$ cat config.mk
export PLATFORM = sky130hd
export DESIGN_NAME = celery_depth_cmp
export DESIGN_NICKNAME = d
export VERILOG_FILES = /design/src/rtl/celery_pkg.sv /design/src/rtl/celery_depth_cmp.sv
export SDC_FILE = /design/constraint.sdc
export NUM_CORES = 1
export LEC_CHECK = 0
export BUFFER_PORTS_ARGS = -buffer_cell sky130_fd_sc_hd__buf_4
export CAP_MARGIN = 40
export CORE_AREA = 4 4 41 43
export DETAILED_ROUTE_END_ITERATION = 8
export DIE_AREA = 0 0 45 47
export GPL_TIMING_DRIVEN = 0
export PLACE_DENSITY_LB_ADDON = 0.2
export RECOVER_POWER = 25
export SLEW_MARGIN = 20
export SYNTH_ARGS = -nofsm -noshare
export SYNTH_HDL_FRONTEND = slang
export SYNTH_SLANG_ARGS = --single-unit
$ cat constraint.sdc
create_clock -name vclk -period 3.3
set_clock_uncertainty 0.15 [all_clocks]
set_input_delay 0.66 -clock vclk [all_inputs]
set_output_delay 0.66 -clock vclk [all_outputs]
set_load 0.01 [all_outputs]
$ cat src/rtl/celery_pkg.sv
// ----------------------------------------------------------------------------
// celery_pkg
//  Shared types and helpers for the celery pixel pipeline.
//  - fragment_t   : rasterizer output record (valid, x, y, z S15.16, color)
//  - depth16_t    : 16-bit Z-buffer depth word
//  - depth_func_t : depth/stencil/alpha comparison operator (z_new OP z_buf)
//  - dt_state_t   : depth-test FSM state, exported on the debug port
//  - fp_to_depth16() : S15.16 z -> 16-bit depth with clamping
//  - depth_cmp()     : unsigned compare under a depth_func_t
//  Optional build macro used by celery_depth_test: CELERY_DEPTH_BIAS_EN.
// ----------------------------------------------------------------------------
package celery_pkg;

  typedef logic [15:0] depth16_t;

  // 1.0 in S15.16
  localparam logic [31:0] FP_ONE = 32'h0001_0000;

  typedef enum logic [2:0] {
    DF_NEVER    = 3'd0,
    DF_LESS     = 3'd1,
    DF_EQUAL    = 3'd2,
    DF_LEQUAL   = 3'd3,
    DF_GREATER  = 3'd4,
    DF_NOTEQUAL = 3'd5,
    DF_GEQUAL   = 3'd6,
    DF_ALWAYS   = 3'd7
  } depth_func_t;

  typedef struct packed {
    logic        valid;
    logic [15:0] x;
    logic [15:0] y;
    logic [31:0] z;      // S15.16, 0 = near, 1.0 = far
    logic [31:0] color;
  } fragment_t;

  typedef enum logic [2:0] {
    ST_IDLE    = 3'd0,
    ST_CHECK   = 3'd1,
    ST_RD_REQ  = 3'd2,
    ST_RD_WAIT = 3'd3,
    ST_DECIDE  = 3'd4,
    ST_WR      = 3'd5,
    ST_EMIT    = 3'd6
  } dt_state_t;

  // Negative z clamps to the near plane, z >= 1.0 clamps to the far plane;
  // in between the fractional bits are the depth.
  function automatic depth16_t fp_to_depth16(input logic [31:0] z);
    depth16_t d;
    if (z[31])             d = 16'h0000;
    else if (z >= FP_ONE)  d = 16'hFFFF;
    else                   d = z[15:0];
    return d;
  endfunction

  function automatic logic depth_cmp(input depth_func_t f, input depth16_t a,
                                     input depth16_t b);
    logic r;
    case (f)
      DF_NEVER:    r = 1'b0;
      DF_LESS:     r = (a <  b);
      DF_EQUAL:    r = (a == b);
      DF_LEQUAL:   r = (a <= b);
      DF_GREATER:  r = (a >  b);
      DF_NOTEQUAL: r = (a != b);
      DF_GEQUAL:   r = (a >= b);
      default:     r = 1'b1;
    endcase
    return r;
  endfunction

endpackage

$ cat src/rtl/celery_depth_cmp.sv
// ----------------------------------------------------------------------------
// celery_depth_cmp
//  Combinational comparator: o_pass = i_z_new OP i_z_buf (unsigned, 16 bit).
//  Kept as its own block so the stencil and alpha tests can reuse it.
//  Ports:
//    i_func  : comparison operator
//    i_z_new : incoming depth
//    i_z_buf : stored depth
//    o_pass  : comparison result
// ----------------------------------------------------------------------------
module celery_depth_cmp
  import celery_pkg::*;
(
  input  depth_func_t i_func,
  input  depth16_t    i_z_new,
  input  depth16_t    i_z_buf,
  output logic        o_pass
);

  assign o_pass = depth_cmp(i_func, i_z_new, i_z_buf);

endmodule

==> metrics <==
Post-Synth Adder-Cell Area 44.6%; Worst Setup End Kind output pin; HP Start i_func[2]; P_sw 41.9 uW; Via density 4.94; Boundary Pins 36; final worst-path cycle share between 90% and 100%; fraction of power spent switching nets a little over 40%; GR Util All Layers 10.5%; RD Place Congestion 0.691; Initial Utilization between 30% and 40%; Arr. time, crit path ~2400 ps; fillcell total 112; kind of critical path input pin to output pin; Hold Vio Cnt, Final 0; Die H 47 microns; startpoint types input pin; GRT overflow 0; Leak 0.000459 uW; Core Region 1300 sq um; Synth cell types 19; fin util 65.3%; Total Wirelength 1240 microns; DP HPWL 1080 microns; max_cap viols 0; setup TNS 0 ps; Pre-antenna DRT Iters 4; Reg power frac 0%; Area contributors post-synth ha_1 45%, inv_1 14%, a21oi_1 6.7%, nand4_1 5.6%, a2111oi_2 3.3%; PortBufs 36; placed insts 112; Mapped Nets 112; hold depth 3; Die Area between 2000 and 2500 sq um; largest net degree at the start of global routing 5; Synth Area in Compound Gates 18.1%; Pwr Density around 120 nW/um^2; Max FO, Critical Path 3; Yosys warnings 0; maximum vdd drop 0.0699 mV; Tightest Hold Check Type input pin to output pin; Logic pwr share 100.0%; routed via count 558; fin nets 151; vias in the first global route ~480; Synth top area share 44.6%; synthesized area 449 sq um; max_slew headroom around 80%; Final setup violation count 0; Yosys top cell by area ha_1; Max Fclk 312 MHz; # hold bufs at CTS 0; post-route insts no fill 113; Seq/Total Area, Yosys 0%; internal power 61.1 uW; Final Max Slew Viols 0; minimum clock period after layout 3210 ps; XOR/XNOR Fraction of Synth Area 0%; register area 0 sq um; first-pass GRT wire length between 1500 and 2000 microns; outcome finished clean; largest family of logic cells by synthesized area adder cells; ANT nets after route 0; Least-Margin Pin Slew slightly above 300 ps; cell count after synthesis 61; Die W 45 microns; Hold Path End o_pass; wire per inst 10.9 microns; mux cell area share after synthesis 2.51%; standard-cell rows 13; Post-route DRC 0; Syn Area/Cell 7.36 sq um; Seq Cell Count 0; simple-gate portion of the synthesized area 20.6%; # clk buffers 0; synthesis-to-finish area growth 89.1%; DRT iter0 DRCs 5; diode count 0; initial antenna violation count 0; share of layout cells above drive strength 1 54.1%; clock power share 0%; WP data required 2490 ps
-- stage by stage --
step / total power (uW) / cell area (sq um) / hold WS, ps / setup slack, ps
floorplan: 40.5 / 449 / 1280 / 263
global placement: 80.7 / 738 / 1460 / 12.6
detailed placement: 83.4 / 738 / 1470 / -15.3
CTS: 84.3 / 743 / 1470 / 21.8
global route: 116 / 850 / 1480 / -33.6
finish: 103 / 850 / 1460 / 92.7
-- Yosys cell counts --
cell and count:
a21o_1 1, a221o_1 1, mux2_2 1, nand4_2 1, nor2b_1 1, o211ai_1 1
ha_1 16, nand2_1 2, a31oi_1 1, a21oi_1 6, nand3_1 1, nand4_1 4
a2111oi_2 1, and2_2 1, nor2_1 3, nor3_1 1, o21ai_0 1, inv_1 17
nor4_2 1
-- worst max-delay path, stage by stage --
cell     delay, ps
buf_4          110
inv_1           80
ha_4           210
a21oi_2        110
o21ai_0         80
a221o_1        340
nor3_2         170
mux2_2         360
a31oi_2        140
buf_4          140
-- per-layer routing --
layer	vias up	part of all wire, %	GRT usage (%)
met3	0	9.5	0.383
met2	23	53	20.9
met4	0	0	0
met5	-	0	0
li1	289	-	-
met1	246	38	13.0
-- placed cells by master, fill, tap and decap left out --
cell       instances
a31oi_2            1
nand2_1            2
nor2b_1            1
and2_4             1
nand4_4            1
nand4_1            4
a2111oi_2          1
a21oi_1            3
buf_4             37
nor2_1             3
ha_4               5
a221o_1            1
nand3_1            1
nor4_4             1
a21oi_2            3
o21ai_0            1
inv_1             16
inv_2              1
ha_1              11
nor3_2             1
mux2_2             1
a21o_1             1
o211ai_1           1
-- area by class of cell --
type / instances / area (sq um) / area share [%]
Multi-Input combinational cell: 44 / 489 / 57.6
Timing Repair Buffer: 37 / 278 / 32.7
Inverter: 17 / 63.8 / 7.51
Tap cell: 15 / 18.8 / 2.21
-- repair_timing --
item,CTS,global route
endpoints found under the setup margin,1,1
gates cloned,0,0
buffers inserted,0,1
gates resized for setup,1,13
pin swaps,0,4
-- worst max path at each step --
stage | startpoint | end | slack (ps) | cells past startpoint
floorplan | i_z_buf[14] | o_pass | 260 | 8
global placement | i_z_new[14] | o_pass | 10 | 9
detailed placement | i_z_new[14] | o_pass | -20 | 9
CTS | i_z_new[14] | o_pass | 20 | 9
global route | i_z_buf[7] | o_pass | -30 | 10
finish | i_z_buf[7] | o_pass | 90 | 10
-- power by group through the flow --
stage	clock (uW)	combinational (uW)	sequential (uW)
after floorplan	0	40.5	0
after global placement	0	80.7	0
after detailed placement	0	83.4	0
after CTS	0	84.3	0
after global routing	0	116	0
final	0	103	0
-- logic make-up after synthesis --
logic type      Yosys count
compound gates           12
fa+ha+maj                16
buf+inv                  17
mux                       1
simple gates             15
Note: power is estimated with default switching activity, not from simulation.
